==> src/rtl/alu_op_scheduler.sv <==
// -----------------------------------------------------------------------------
// alu_op_scheduler
//   Front-end controller for the shared 32-bit ALU. Round-robin arbitrates
//   between two requesters, holds the ALU A/B/select inputs stable for an
//   op-dependent settle window, captures the 64-bit ALU result and returns it
//   on a single response channel tagged with the requester ID. One operation
//   is in flight at a time.
//
// Ports
//   clk, rst_n                 clock, asynchronous active-low reset
//   reqN_valid / reqN_ready    request handshake for port N (0/1)
//   reqN_op, reqN_a, reqN_b    ALU select code and operands for port N
//   alu_a, alu_b, alu_sel      driven to the ALU (zero outside EXEC)
//   alu_out                    64-bit ALU result
//   rsp_valid / rsp_ready      response handshake
//   rsp_id                     requester that issued the op
//   rsp_hi, rsp_lo             captured alu_out[63:32] / alu_out[31:0]
//   rsp_err                    illegal select code (3, 15..31)
// -----------------------------------------------------------------------------
module alu_op_scheduler #(
    parameter int LAT_SIMPLE = 1,
    parameter int LAT_MUL    = 3,
    parameter int LAT_DIV    = 8
) (
    input  logic        clk,
    input  logic        rst_n,
    input  logic        req0_valid,
    output logic        req0_ready,
    input  logic [4:0]  req0_op,
    input  logic [31:0] req0_a,
    input  logic [31:0] req0_b,
    input  logic        req1_valid,
    output logic        req1_ready,
    input  logic [4:0]  req1_op,
    input  logic [31:0] req1_a,
    input  logic [31:0] req1_b,
    output logic [31:0] alu_a,
    output logic [31:0] alu_b,
    output logic [4:0]  alu_sel,
    input  logic [63:0] alu_out,
    output logic        rsp_valid,
    input  logic        rsp_ready,
    output logic        rsp_id,
    output logic [31:0] rsp_hi,
    output logic [31:0] rsp_lo,
    output logic        rsp_err
);

    localparam int CNT_W = 8;

    typedef enum logic [1:0] {S_IDLE, S_EXEC, S_RESP} state_e;

    state_e             state_q, state_d;
    logic               last_q, last_d;     // id granted most recently
    logic [4:0]         op_q, op_d;
    logic [31:0]        a_q, a_d, b_q, b_d;
    logic               id_q, id_d;
    logic [CNT_W-1:0]   cnt_q, cnt_d;       // settle cycles remaining
    logic [31:0]        hi_q, hi_d, lo_q, lo_d;
    logic               err_q, err_d;

    logic               gnt0, gnt1, accept;
    logic [4:0]         acc_op;
    logic [31:0]        acc_a, acc_b;

    function automatic logic op_illegal(input logic [4:0] op);
        op_illegal = (op == 5'd3) || (op >= 5'd15);
    endfunction

    function automatic logic [CNT_W-1:0] op_lat(input logic [4:0] op);
        case (op)
            5'd2:    op_lat = CNT_W'(LAT_MUL);
            5'd4:    op_lat = CNT_W'(LAT_DIV);
            default: op_lat = CNT_W'(LAT_SIMPLE);
        endcase
    endfunction

    // Grant is purely combinational from the valids and the RR pointer.
    // Gated by rst_n so neither port sees ready while reset is held.
    always_comb begin
        gnt0 = 1'b0;
        gnt1 = 1'b0;
        if (rst_n && state_q == S_IDLE) begin
            if (req0_valid && req1_valid) begin
                gnt0 = last_q;
                gnt1 = ~last_q;
            end else begin
                gnt0 = req0_valid;
                gnt1 = req1_valid;
            end
        end
    end

    assign accept     = gnt0 | gnt1;
    assign acc_op     = gnt1 ? req1_op : req0_op;
    assign acc_a      = gnt1 ? req1_a  : req0_a;
    assign acc_b      = gnt1 ? req1_b  : req0_b;
    assign req0_ready = gnt0;
    assign req1_ready = gnt1;

    always_comb begin
        state_d = state_q;
        last_d  = last_q;
        op_d    = op_q;
        a_d     = a_q;
        b_d     = b_q;
        id_d    = id_q;
        cnt_d   = cnt_q;
        hi_d    = hi_q;
        lo_d    = lo_q;
        err_d   = err_q;
        case (state_q)
            S_IDLE: begin
                if (accept) begin
                    id_d = gnt1;
                    op_d = acc_op;
                    a_d  = acc_a;
                    b_d  = acc_b;
                    if (op_illegal(acc_op)) begin
                        // Never touches the ALU: answer straight away.
                        err_d   = 1'b1;
                        hi_d    = '0;
                        lo_d    = '0;
                        cnt_d   = '0;
                        state_d = S_RESP;
                    end else begin
                        err_d   = 1'b0;
                        cnt_d   = op_lat(acc_op);
                        state_d = S_EXEC;
                    end
                end
            end
            S_EXEC: begin
                // <= 1 also covers a zero latency parameter.
                if (cnt_q <= CNT_W'(1)) begin
                    hi_d    = alu_out[63:32];
                    lo_d    = alu_out[31:0];
                    cnt_d   = '0;
                    state_d = S_RESP;
                end else begin
                    cnt_d = cnt_q - CNT_W'(1);
                end
            end
            S_RESP: begin
                if (rsp_ready) begin
                    last_d  = id_q;
                    state_d = S_IDLE;
                end
            end
            default: state_d = S_IDLE;
        endcase
    end

    always_ff @(posedge clk or negedge rst_n) begin
        if (!rst_n) begin
            state_q <= S_IDLE;
            last_q  <= 1'b1;
            op_q    <= '0;
            a_q     <= '0;
            b_q     <= '0;
            id_q    <= 1'b0;
            cnt_q   <= '0;
            hi_q    <= '0;
            lo_q    <= '0;
            err_q   <= 1'b0;
        end else begin
            state_q <= state_d;
            last_q  <= last_d;
            op_q    <= op_d;
            a_q     <= a_d;
            b_q     <= b_d;
            id_q    <= id_d;
            cnt_q   <= cnt_d;
            hi_q    <= hi_d;
            lo_q    <= lo_d;
            err_q   <= err_d;
        end
    end

    // ALU inputs are only live during the settle window.
    assign alu_a     = (state_q == S_EXEC) ? a_q  : '0;
    assign alu_b     = (state_q == S_EXEC) ? b_q  : '0;
    assign alu_sel   = (state_q == S_EXEC) ? op_q : '0;

    assign rsp_valid = (state_q == S_RESP);
    assign rsp_id    = id_q;
    assign rsp_hi    = hi_q;
    assign rsp_lo    = lo_q;
    assign rsp_err   = err_q;

endmodule

==> config.mk <==
export PLATFORM = sky130hd
export DESIGN_NAME = alu_op_scheduler
export DESIGN_NICKNAME = d
export VERILOG_FILES = /design/src/rtl/alu_op_scheduler.sv
export SDC_FILE = /design/constraint.sdc
export NUM_CORES = 1
export LEC_CHECK = 0
export CORE_AREA = 2 2 132 134
export CTS_CLUSTER_SIZE = 28
export DETAILED_ROUTE_END_ITERATION = 16
export DIE_AREA = 0 0 134 136
export PLACE_DENSITY = 0.86
export SYNTH_ARGS = -nofsm -noshare
export SYNTH_HDL_FRONTEND = slang
export SYNTH_SLANG_ARGS = --single-unit
export TNS_END_PERCENT = 20
==> constraint.sdc <==
create_clock -name clk -period 2.3 [get_ports clk]
set_input_delay 0.46 -clock clk [delete_from_list [all_inputs] [get_ports clk]]
set_output_delay 0.46 -clock clk [all_outputs]
set_load 0.03 [all_outputs]
==> impl_summary.md <==
Outcome
The run finished with clean final reports.

Global routing
The first-pass GRT wire length is 34600 um. The global router's overall resource usage is 24.8%. The number of antenna violations at the first check in global routing is 1. After global routing the overflow that remains totals 0. The via count of the first global-routing pass was 6250. The pin count of the biggest net entering global routing is 139.

Flow run
The tool flagged a number of max-cap violations equal to 0.

STA
On the final layout, the worst clock skew is 8.75 ps. The final clock period utilization by the worst path is 97.3%. For this run, the top clock speed supported by timing is 0.447 GHz. Measured against its own limit, the worst slew margin works out to 50.9%. The number of slew-limit violations in the final report is 0. The number of endpoints with negative hold slack in the final report is 0. Setup violations remaining at the end of the flow were counted as 0. The pin slew with the least headroom to its limit is 736 ps.

The worst path needs 2240 ps of the cycle, external delays included. Setup repair after global routing could not meet its margin everywhere.

Placement
The final RePlAce weighted congestion is 0.844. The instance area at placement is 0.0103 mm^2. Including well taps, the total number of placed cells is 1228. The half-perimeter wire length of the detailed placement result is 16200 um.

During placement, the flow inserted port buffers numbering 344.

Synthesis
For this run, the number of Yosys warnings is 0. In this run the mean area of a mapped cell was 9.55 um^2. In this run, synthesis produced a sequential element count of 146.

Synthesis produced 694 cells. The biggest area contributor in the post-synthesis netlist is sky130_fd_sc_hd__dfrtp_1. The netlist area before placement is 0.00663 mm^2. The sequential element share of the synthesized area is 55.1%.

The netlist uses 37 different library cells. Ranked by total cell area, the synthesized netlist is headed by sky130_fd_sc_hd__dfrtp_1, sky130_fd_sc_hd__a22o_1, sky130_fd_sc_hd__nand2_1. After synthesis, the largest area contributor takes up 54.7% of total cell area. The number of nets in the synthesized netlist is 903.

Power
In this run the static leakage power is 4.83 nW. For this design the ratio of total power to cell area is 1290 mW/mm^2. The maximum resistive drop on vdd is 678 uV.

Routing
The first routing iteration left 281 violations. The wire length after detailed routing is 23000 um. The number of DRC violations after detailed routing is 0. The count of TritonRoute iterations in the first routing pass is 4. The post-route antenna net violation count is 0. Dividing the detail-routed wire length by the instance count gives 18.2 um. Using the TritonRoute via totals, the vias-per-cell ratio works out to 5.15.

The total via count after detailed routing is 6514.

Final layout
The share of layout cells above drive strength 1 is 12.3%. From synthesis to final layout, the design area changed by 65.7%. The final layout contains 1235 nets. The post-route cell area is 0.0110 mm^2. The non-filler instance count after layout is 1265.

Clock network
The number of clock buffers added by TritonCTS is 17. The cell sitting at the root of the clock tree is a sky130_fd_sc_hd__clkbuf_16. The clock-pin transition on the worst setup and hold timing paths is 70 ps.

The clock drives 146 sinks. The clock tree from TritonCTS is yes. CTS built an H-tree with a depth of 4.

Counting along the longest clock path gives a buffer depth of 2. The later-pin clock latency in the skew report is 420 ps.

Floorplanning
The die covers 0.0182 mm^2. The die width is 134 um. The die boundary height is 136 um. The number of core rows is 48. The region available for standard cell placement spans 0.0169 mm^2.

The initial core utilization is 39.3%. The count of boundary I/O pins is 345.

Setup path
STA classifies the critical path startpoint as a flop. For the worst setup path, the data arrival time is 1780 ps. The worst setup path is captured at a primary output.

The register-to-register setup slack is 140 ps. Of all nets on the critical path, the largest fanout is 35. The worst setup path is of the flop to primary output kind. STA puts the critical path data required time at 1840 ps.

Worst hold path
The tightest min-delay check is of the primary input to asynchronous set/reset pin type.
-- worst max-delay path, stage by stage, from the launching register on --
cell,delay (ps)
sky130_fd_sc_hd__dfrtp_1,450
sky130_fd_sc_hd__nor2b_4,150
sky130_fd_sc_hd__buf_12,200
sky130_fd_sc_hd__clkbuf_16,220
sky130_fd_sc_hd__and2_1,140
sky130_fd_sc_hd__buf_4,170
-- routing by layer --
metal / GRT usage [%] / share of wire (%) / routed length, um
met5: 0 / 0 / 0
met2: 40.2 / 50 / 11600
met4: 11.2 / 3.5 / 795
met3: 8.72 / 8.7 / 1990
met1: 29.8 / 38 / 8650
-- registers in the layout (all words and copies together), names as in the netlist --
| signal | flops |
|---|---|
| a_q | 32 |
| b_q | 32 |
| rsp_hi | 32 |
| rsp_lo | 32 |
| cnt_q | 8 |
| op_q | 5 |
| state_q | 2 |
| last_q | 1 |
| rsp_err | 1 |
| rsp_id | 1 |
-- cell families (layout without fill, tap and decap cells) --
| logic type | Yosys count | count (layout) | synth area share (%) |
|---|---|---|---|
| and+or+nand+nor | 321 | 321 | 21.7 |
| AOI/OAI and AO/OA | 162 | 162 | 17.8 |
| DFF | 146 | 146 | 55.1 |
| buffers and inverters | 59 | 404 | 4.42 |
| adders and majority gates | 2 | 2 | 0.377 |
| xor gates and xnor gates | 2 | 2 | 0.264 |
| muxes | 2 | 2 | 0.321 |
| other | 0 | 1 | 0 |
-- cells in the final DEF (no fill, tap or decap), types with 3 or more instances in the layout --
cell / n
sky130_fd_sc_hd__a21oi_1: 5
sky130_fd_sc_hd__a22o_1: 64
sky130_fd_sc_hd__a31oi_1: 72
sky130_fd_sc_hd__and2_1: 69
sky130_fd_sc_hd__buf_12: 18
sky130_fd_sc_hd__buf_4: 48
sky130_fd_sc_hd__buf_6: 3
sky130_fd_sc_hd__clkbuf_16: 18
sky130_fd_sc_hd__clkbuf_2: 14
sky130_fd_sc_hd__clkdlybuf4s15_1: 8
sky130_fd_sc_hd__clkdlybuf4s50_1: 271
sky130_fd_sc_hd__clkinv_8: 3
sky130_fd_sc_hd__dfrtp_1: 145
sky130_fd_sc_hd__inv_1: 4
sky130_fd_sc_hd__inv_6: 3
sky130_fd_sc_hd__inv_8: 5
sky130_fd_sc_hd__nand2_1: 148
sky130_fd_sc_hd__nand3_1: 3
sky130_fd_sc_hd__nor2_1: 83
sky130_fd_sc_hd__o21ai_0: 8
sky130_fd_sc_hd__o31a_1: 3
-- path summary, 6_finish.rpt --
check,startpoint,end,cells past startpoint
hold reg to reg,rsp_err$_DFFE_PN0P_,rsp_err$_DFFE_PN0P_,1
setup reg to reg,cnt_q[0]$_DFFE_PN0P_,rsp_hi[20]$_DFFE_PN0P_,8
min in group clk,rst_n,rsp_id$_DFFE_PN0P_,4
max in group asynchronous,rst_n,cnt_q[0]$_DFFE_PN0P_,2
setup / recovery,state_q[1]$_DFFE_PN0P_,alu_a[3],5
hold / removal,rst_n,rsp_lo[31]$_DFFE_PN0P_,2
-- timing repair --
action | 4_1_cts | 5_1_grt
pin swaps | 0 | 1
hold endpoints to repair | 7 | 0
gates resized for setup | 27 | 40
hold buffers | 2 | 0
setup endpoints to repair | 64 | 42
cloned | 0 | 1
buffers inserted | 0 | 1
-- stage by stage --
| stage | utilization [%] | hold WS, ps | TNS, ps | setup WS (ps) | total power [mW] |
|---|---|---|---|---|---|
| finish | 65.1 | 181 | 0 | 62.7 | 14.1 |
| global route | 65.1 | 271 | -85.4 | -67.7 | 14.9 |
| CTS | 65.0 | 235 | 0 | 4.76 | 14.2 |
| detailed placement | 61.3 | 289 | -460 | -176 | 11.3 |
| global placement | 61.3 | 287 | 0 | 31.8 | 11.1 |
| floorplan | - | 164 | 0 | 317 | 8.35 |
-- area by class of cell --
cell class	count	area, um^2
clock inverters	15	185
inverters	5	18.8
diodes	1	2.50
flip-flops and latches	146	3650
well taps	225	282
multi-input cells	489	2720
repair buffers	367	3700
clock buffers	17	425
fillers	1329	5890
-- synth_stat cells, drive strengths merged --
cell and number:
o31a 3, mux2i 1, nand4 1, mux2 1
o21bai 1, or4b 2, inv 5, o221ai 2
or4 1, dfrtp 145, nand2b 1, xnor2 2
o21a 2, nand3b 1, clkbuf 35, nor2 84
a22oi 1, ha 2, buf 19, nor3 2
o31ai 2, o41ai 2, a22o 64, or3 3
nor4 2, nand3 3, dfstp 1, a21oi 5
nor4b 1, o21ai 8, a31oi 72, and2 70
nor2b 1, nand2 149
-- power by group --
group | switching [mW] | internal (mW)
registers | 0.617 | 3.72
logic | 3.94 | 3.02
clock network | 1.25 | 1.56
total | 5.82 | 8.30
Power figures use the tool's default switching activity.
